File: src/rtl/uart_packet_parser.sv
// Frames UART bytes into SYNC/CMD/LEN/payload/CHK packets, checks the XOR checksum
// and holds each good packet, with its payload in a small RAM, until the consumer acks.
module uart_packet_parser #(
   parameter int         MAX_LEN        = 64,
   parameter logic [7:0] SYNC_BYTE      = 8'hA5,
   parameter int         TIMEOUT_CYCLES = 50000,
   parameter int         AW             = $clog2(MAX_LEN)
) (
   input  logic          clk,
   input  logic          rst,
   input  logic [7:0]    rx_data,
   input  logic          rx_valid,
   output logic          pkt_valid,
   output logic [7:0]    pkt_cmd,
   output logic [7:0]    pkt_len,
   input  logic [AW-1:0] rd_addr,
   output logic [7:0]    rd_data,
   input  logic          pkt_ack,
   output logic          err_chk,
   output logic          err_len,
   output logic          err_timeout,
   output logic          err_drop,
   output logic [15:0]   err_count
);

   localparam int              TW        = $clog2(TIMEOUT_CYCLES + 1);
   localparam logic [TW-1:0]   TMO_LAST  = TW'(TIMEOUT_CYCLES - 1);
   localparam logic [7:0]      MAX_LEN_B = 8'(MAX_LEN);

   localparam logic [2:0] S_IDLE    = 3'd0;
   localparam logic [2:0] S_CMD     = 3'd1;
   localparam logic [2:0] S_LEN     = 3'd2;
   localparam logic [2:0] S_PAYLOAD = 3'd3;
   localparam logic [2:0] S_CHK     = 3'd4;
   localparam logic [2:0] S_HOLD    = 3'd5;

   logic [2:0]    r_state;
   logic [7:0]    r_pkt_cmd;
   logic [7:0]    r_pkt_len;
   logic [7:0]    r_chk;
   logic [7:0]    r_idx;
   logic [TW-1:0] r_tmo;
   logic          r_err_chk;
   logic          r_err_len;
   logic          r_err_timeout;
   logic          r_err_drop;
   logic [15:0]   r_err_count;
   logic [7:0]    r_rd_data;
   logic [7:0]    r_buf [0:MAX_LEN-1];

   logic [2:0]    w_state_next;
   logic [7:0]    w_cmd_next;
   logic [7:0]    w_len_next;
   logic [7:0]    w_chk_next;
   logic [7:0]    w_idx_next;
   logic [TW-1:0] w_tmo_next;
   logic          w_err_chk;
   logic          w_err_len;
   logic          w_err_timeout;
   logic          w_err_drop;
   logic          w_wr_en;
   logic          w_active;
   logic          w_any_err;

   assign w_active = (r_state == S_CMD) || (r_state == S_LEN) ||
                     (r_state == S_PAYLOAD) || (r_state == S_CHK);
   assign w_any_err = w_err_chk | w_err_len | w_err_timeout | w_err_drop;

   always_comb begin
      w_state_next  = r_state;
      w_cmd_next    = r_pkt_cmd;
      w_len_next    = r_pkt_len;
      w_chk_next    = r_chk;
      w_idx_next    = r_idx;
      w_tmo_next    = '0;
      w_err_chk     = 1'b0;
      w_err_len     = 1'b0;
      w_err_timeout = 1'b0;
      w_err_drop    = 1'b0;
      w_wr_en       = 1'b0;

      // A byte arriving on the expiry cycle takes priority over the timeout.
      if (w_active && !rx_valid) begin
         if (r_tmo == TMO_LAST) begin
            w_err_timeout = 1'b1;
            w_state_next  = S_IDLE;
         end else begin
            w_tmo_next = r_tmo + TW'(1);
         end
      end

      case (r_state)
         S_IDLE: begin
            if (rx_valid && rx_data == SYNC_BYTE)
               w_state_next = S_CMD;
         end
         S_CMD: begin
            if (rx_valid) begin
               w_cmd_next   = rx_data;
               w_chk_next   = rx_data;
               w_state_next = S_LEN;
            end
         end
         S_LEN: begin
            if (rx_valid) begin
               if (rx_data > MAX_LEN_B) begin
                  w_err_len    = 1'b1;
                  w_state_next = S_IDLE;
               end else begin
                  w_len_next   = rx_data;
                  w_chk_next   = r_chk ^ rx_data;
                  w_idx_next   = 8'd0;
                  w_state_next = (rx_data == 8'd0) ? S_CHK : S_PAYLOAD;
               end
            end
         end
         S_PAYLOAD: begin
            if (rx_valid) begin
               w_wr_en    = 1'b1;
               w_chk_next = r_chk ^ rx_data;
               w_idx_next = r_idx + 8'd1;
               if (r_idx == r_pkt_len - 8'd1)
                  w_state_next = S_CHK;
            end
         end
         S_CHK: begin
            if (rx_valid) begin
               if (rx_data == r_chk) begin
                  w_state_next = S_HOLD;
               end else begin
                  w_err_chk    = 1'b1;
                  w_state_next = S_IDLE;
               end
            end
         end
         S_HOLD: begin
            if (rx_valid)
               w_err_drop = 1'b1;
            if (pkt_ack)
               w_state_next = S_IDLE;
         end
         default: w_state_next = S_IDLE;
      endcase
   end

   always_ff @(posedge clk) begin
      if (rst) begin
         r_state       <= S_IDLE;
         r_pkt_cmd     <= 8'd0;
         r_pkt_len     <= 8'd0;
         r_chk         <= 8'd0;
         r_idx         <= 8'd0;
         r_tmo         <= '0;
         r_err_chk     <= 1'b0;
         r_err_len     <= 1'b0;
         r_err_timeout <= 1'b0;
         r_err_drop    <= 1'b0;
         r_err_count   <= 16'd0;
      end else begin
         r_state       <= w_state_next;
         r_pkt_cmd     <= w_cmd_next;
         r_pkt_len     <= w_len_next;
         r_chk         <= w_chk_next;
         r_idx         <= w_idx_next;
         r_tmo         <= w_tmo_next;
         r_err_chk     <= w_err_chk;
         r_err_len     <= w_err_len;
         r_err_timeout <= w_err_timeout;
         r_err_drop    <= w_err_drop;
         if (w_any_err && r_err_count != 16'hFFFF)
            r_err_count <= r_err_count + 16'd1;
      end
   end

   // Payload RAM: no reset on the array so it maps onto block RAM.
   always_ff @(posedge clk) begin
      if (w_wr_en)
         r_buf[r_idx[AW-1:0]] <= rx_data;
   end

   always_ff @(posedge clk) begin
      if (rst)
         r_rd_data <= 8'd0;
      else
         r_rd_data <= r_buf[rd_addr];
   end

   assign pkt_valid   = (r_state == S_HOLD);
   assign pkt_cmd     = r_pkt_cmd;
   assign pkt_len     = r_pkt_len;
   assign rd_data     = r_rd_data;
   assign err_chk     = r_err_chk;
   assign err_len     = r_err_len;
   assign err_timeout = r_err_timeout;
   assign err_drop    = r_err_drop;
   assign err_count   = r_err_count;

endmodule

File: config.mk
export PLATFORM = sky130hd
export DESIGN_NAME = uart_packet_parser
export DESIGN_NICKNAME = d
export VERILOG_FILES = /design/src/rtl/uart_packet_parser.sv
export SDC_FILE = /design/constraint.sdc
export NUM_CORES = 1
export LEC_CHECK = 0
export CORE_MARGIN = 2
export CORE_UTILIZATION = 40
export CTS_BUF_LIST = sky130_fd_sc_hd__clkbuf_8
export CTS_CLUSTER_SIZE = 8
export DETAILED_ROUTE_END_ITERATION = 6
export DONT_BUFFER_PORTS = 1
export GPL_TIMING_DRIVEN = 1
export RECOVER_POWER = 50
export SETUP_SLACK_MARGIN = 0.5
export SYNTH_ARGS = -nofsm -noshare
export SYNTH_HDL_FRONTEND = slang
export SYNTH_SLANG_ARGS = --single-unit
File: constraint.sdc
create_clock -name clk -period 3.3 [get_ports clk]
set_input_delay 0.66 -clock clk [delete_from_list [all_inputs] [get_ports clk]]
set_output_delay 0.66 -clock clk [all_outputs]
set_load 0.02 [all_outputs]
---- Yosys cells after proc, flatten, opt, wreduce, memory -nomap -nowiden ----
Memories as Yosys holds them, arrays and structs flattened. A register that Yosys moved wholly into a read port is not among the register bits.
Cells that the tools add are included.
storage, ports and cells
  bits in registers ....................... 71
  RAM bits ................................ 512
  output and inout bits ................... 45
  word-level logic and storage cells ...... 88
  memories ................................ 1
memory list
  name   words  bits a word  rd ports  clocked after memory_dff  wr ports  RTL line  text
  r_buf  64     8            1         1                         1         49        logic [7:0] r_buf [0:MAX_LEN-1];
cells by class
  add/sub/neg operators ................... 4
  magnitude comparators ................... 1
  equality and inequality tests ........... 14
  mux-type cells .......................... 35
  bitwise operators ....................... 6
  reduce and logical (&&, ||, !) cells .... 16
operators with widths
  operator                                              number
  2-to-1 mux 8 bit                                      7
  2-to-1 mux 3 bit                                      12
  adder 16 x 1 -> 16 bit (second input constant)        2
  case mux 8 bit (3 select lines)                       1
  case mux 3 bit (6 select lines)                       1
  equality test 16 bit (second input constant)          1
  equality test 8 bit                                   2
  != test 16 bit (second input constant)                1
  case mux 8 bit (2 select lines)                       1
  2-to-1 mux 1 bit                                      13
  adder 8 x 1 -> 8 bit (second input constant)          1
  equality test 8 bit (second input constant)           1
  > comparator 8 x 7 -> 1 bit (second input constant)   1
  logical NOT 8 bit                                     1
  != test 2 bit (second input constant)                 4
  subtractor 8 x 1 -> 8 bit (second input constant)     1
  bitwise XOR 8 bit                                     1
  equality test 3 x 2 -> 1 bit (second input constant)  2
  equality test 3 bit (second input constant)           2
  AND reduction 5 bit                                   1
  AND reduction 4 bit                                   1
  equality test 3 x 1 -> 1 bit (second input constant)  1
  logical AND 1 bit                                     3
  logical NOT 3 bit                                     1
  other kinds (9)                                       14

---- Depth between registers and ports, before layout ----
  depth after elaboration ................. 9
  depth in mapped cells ................... 9
  gate-level depth less buffers ........... 8

---- Worst setup path after synthesis ----
OpenSTA, ideal clock, no wires.
  kind .................................... input -> register
  from .................................... in rd_addr[0]
  to ...................................... reg r_rd_data[0], in the netlist rd_data[0] (read register of r_buf)
  setup time .............................. 128 ps
  arrival ................................. 2358 ps
  required time ........................... 3172 ps
  slack ................................... 814 ps
  cell stages on the path ................. 8
  buffers on the path ..................... 3
  cell sequence ........................... buf_4 -> buf_2 -> buf_2 -> mux4_2 -> a22oi_1 -> nand2_1 -> o21ai_0 -> o41ai_1
RTL lines
  item         RTL line  text
  from (decl)  16        input logic [AW-1:0] rd_addr,
  to (decl)    48        logic [7:0] r_rd_data;

---- Worst setup path in the final report ----
  from .................................... reg r_state[0]
  to ...................................... out pkt_valid
between the ends
  word-level cells in the longest chain between the ends .. 1
ends and longest elaborated chain
  item                    RTL line  text
  from (decl)             37        logic [2:0] r_state;
  from (signal assigned)  160       r_state <= w_state_next;
  equality test 3 bit     188       assign pkt_valid = (r_state == S_HOLD);
  to (decl)               13        output logic pkt_valid,
Every way passes these cells.

==> results.md <==
* Outcome: completed
* #FFs+latches synth at 591
* Final #Nets at 1,519
* Non-Filler Instances at 2,332
* Worst Setup Path Type: reg2out
* CP peak stage delay at 0.36 ns
* Placement-stage cell area at 0.0248 mm^2
* EDFF count, synth at 512
* H-tree levels at 3
* Sequential element share of the synthesized area at 0.720
* Fillers at 5,056
* Final Cycle Share at 0.779
* Layout cells sized above 1 at 0.211
* Vias in the first global route at 13,200
* Total track usage at 0.189
* Final TNS setup at 0 ns
* Initial antenna violation count at 1
* Top cell type's share of synthesized area at 0.653
* Largest net degree at the start of global routing at 129
* Final Hold Fails at 0
* Worst EP required at 2.64 ns
* P&R area growth vs syn at 12.3%
* Grt ovf at 0
* Pwr/cell area at 530 mW/mm^2
* Die area at 0.0608 mm^2
* Hold path start: rst
* Mapped Cells at 1,394
* Layout Skew at 0.0599 ns
* Vias post-DR at 12,900
* WP data arrival at 1.91 ns
* Worst path bufs/invs at 1
* CP Capture Type: output port
* CTS Buffer Depth at 3
* Max-slew headroom at 0.438
* Max-Cap Viols at 0
* Asr flop ratio synth at 0
* Final core area utilization at 0.457
* Tightest Pin Transition at 0.840 ns
* DP HPWL at 33,700 um
* Multi-input gate area in the final layout at 0.00622 mm^2
* Final Wtd Congestion at 0.831
* Diodes inserted at 0
* Critical path peak fanout at 14
* Post-layout instance area at 0.0264 mm^2
* CP delay by family, top: simple AND/OR/NAND/NOR gates
* Reg area at 0.0170 mm^2
* Core Region at 0.0579 mm^2
* PortBufs at 0
* Final WL at 56,300 um
* CTS sink cnt at 591
* Crit path launch type: register
* Cts repair resizes at 0
* Postcts setup bufs at 0
* Post-synth top cells: edfxtp_1 (512), nor2_1 (149), mux4_2 (129)
* Slew Limit Fails at 0
* Hold-fix buffers, CTS at 2
* RSZ-0062 raised after global routing: no
* Most common cell in the netlist: edfxtp_1
* Critical path, cell by cell: buf_4 -> nor2b_1 -> and2_1
* Reg-to-reg startpoint: r_tmo[0]$_SDFF_PP0_
* Main area contributors after synthesis: edfxtp_1 (65%), mux4_2 (12%), dfxtp_1 (6.7%), nor2_1 (2.4%), nand2_1 (1.2%)
* Clk Latency, worst-skew pair at 0.69 ns
* Reg clk slew, reported paths at 0.06 ns
* Synth area leader: edfxtp_1
* Hold Path Class: in2reg
* Cell variety after synth at 65
* Die Y-Extent at 247 um
* Most used DFF post-synth: edfxtp_1
* WL per Instance at 24.2 um
* Peak VDD IR at 313 uV
* Antenna viol nets, final at 0
* Ports at 63
* Initial DRC count at 1,218
* Leakage at 0.00843 uW
* Syn Std Cell Area at 0.0236 mm^2
* CTS buffer count at 94
* Crit. Startpoint: r_state[0]$_SDFF_PP0_
* Slowest-stage cell, CP: and2_1
* Site Rows at 88
* Drt drc at 0
* Yosys warning count at 0
* Finish-stage setup viols at 0
* CTS tree: done
* First-pass GRT wire length at 84,200 um
* Final worst path period need at 2.57 ns
* FF-to-FF setup slack at 0.77 ns
* Vias per cell at 5.52
* Clock Tree Root: clkbuf_8
* Initial Util at 0.407
* 1st-pass router iterations at 5
* Post-placement cell count at 2,164
* Fmax at 389 MHz
* Die W at 247 um
* Synth Area per Inst at 16.9 um^2
* Syn_nets at 1,416
[registers in the layout (all words and copies together) (netlist names)]
signal	flops
err_chk	1
err_count	16
err_drop	1
err_len	1
err_timeout	1
pkt_cmd	8
pkt_len	8
r_buf	512
r_chk	8
r_idx	8
r_state	3
r_tmo	16
rd_data	8
[layout by cell type (no fill, tap or decap), types with 5 or more instances in the layout]
cell type and instances:
nand3_1 30, and3_1 12, clkbuf_8 96, nor4_1 6, nor2_1 149, o31ai_1 11
buf_4 80, nor2b_1 15, a22oi_1 19, nand2b_1 11, nand4_1 7, or3_1 12
xor2_1 20, o21ai_0 28, clkinv_2 7, a21oi_1 41, nand2_1 77, o221ai_1 5
o22ai_1 17, mux2i_1 12, o21ai_1 8, inv_1 57, clkinv_1 9, xnor2_1 16
dfxtp_1 79, nand3b_1 7, o41ai_1 5, mux4_2 129, edfxtp_1 512, nor3_1 19
[per-stage QoR]
stage / hold WS, ns / worst slack [ns] / total power [uW]
after floorplan: 0.413 / 0.814 / 8640
after global placement: 0.426 / 0.764 / 8640
after detailed placement: 0.460 / 0.778 / 8640
after CTS: 0.000752 / 0.642 / 14200
after global routing: 0.0124 / 0.568 / 14500
final: 0.0742 / 0.728 / 14000
[report_power, final]
group / switching (uW) / leakage (uW) / internal [uW] / total (uW)
Sequential: 22.1 / 0.00524 / 8120 / 8140
Clock: 2810 / 0.00101 / 2720 / 5530
Combinational: 155 / 0.00218 / 191 / 346
Total: 2990 / 0.00843 / 11000 / 14000
[worst paths after layout]
check	to	cells past startpoint
worst max register to register	err_count[12]$_SDFFE_PP0P_	8
worst max-delay path	pkt_valid	3
worst min register to register	r_tmo[0]$_SDFF_PP0_	1
worst min-delay path	pkt_cmd[1]$_SDFFE_PP0P_	1
[kinds of logic after synthesis]
logic type,count (synthesis),synth area share
AO/OA/AOI/OAI,168,0.0465
XOR/XNOR,36,0.0134
adder cells (fa/ha/maj),4,0.00213
buffers and inverters,87,0.0161
flip-flops,591,0.720
multiplexers,143,0.130
AND/OR/NAND/NOR,365,0.0723
[metal layers]
metal	share of wire	GRT usage
met2	0.49	0.310
met5	0.00028	0
met3	0.067	0.0459
met4	0.027	0.0652
met1	0.41	0.246
[worst reg2reg max path: stages (launching register included)]
cell      delay (ns)
dfxtp_1         0.36
ha_1            0.19
and3_1          0.25
nand4_1         0.34
o221ai_2        0.39
o21ai_2         0.07
buf_4           0.21
or4_1           0.49
a21oi_1         0.16
[final cells by class]
class | count | area share
Sequential cell | 591 | 0.641
Multi-Input combinational cell | 716 | 0.235
Clock buffer | 96 | 0.0500
Tap cell | 765 | 0.0362
Timing Repair Buffer | 83 | 0.0236
Clock inverter | 70 | 0.0123
Inverter | 11 | 0.00156
(Power assumes the default switching activity.)
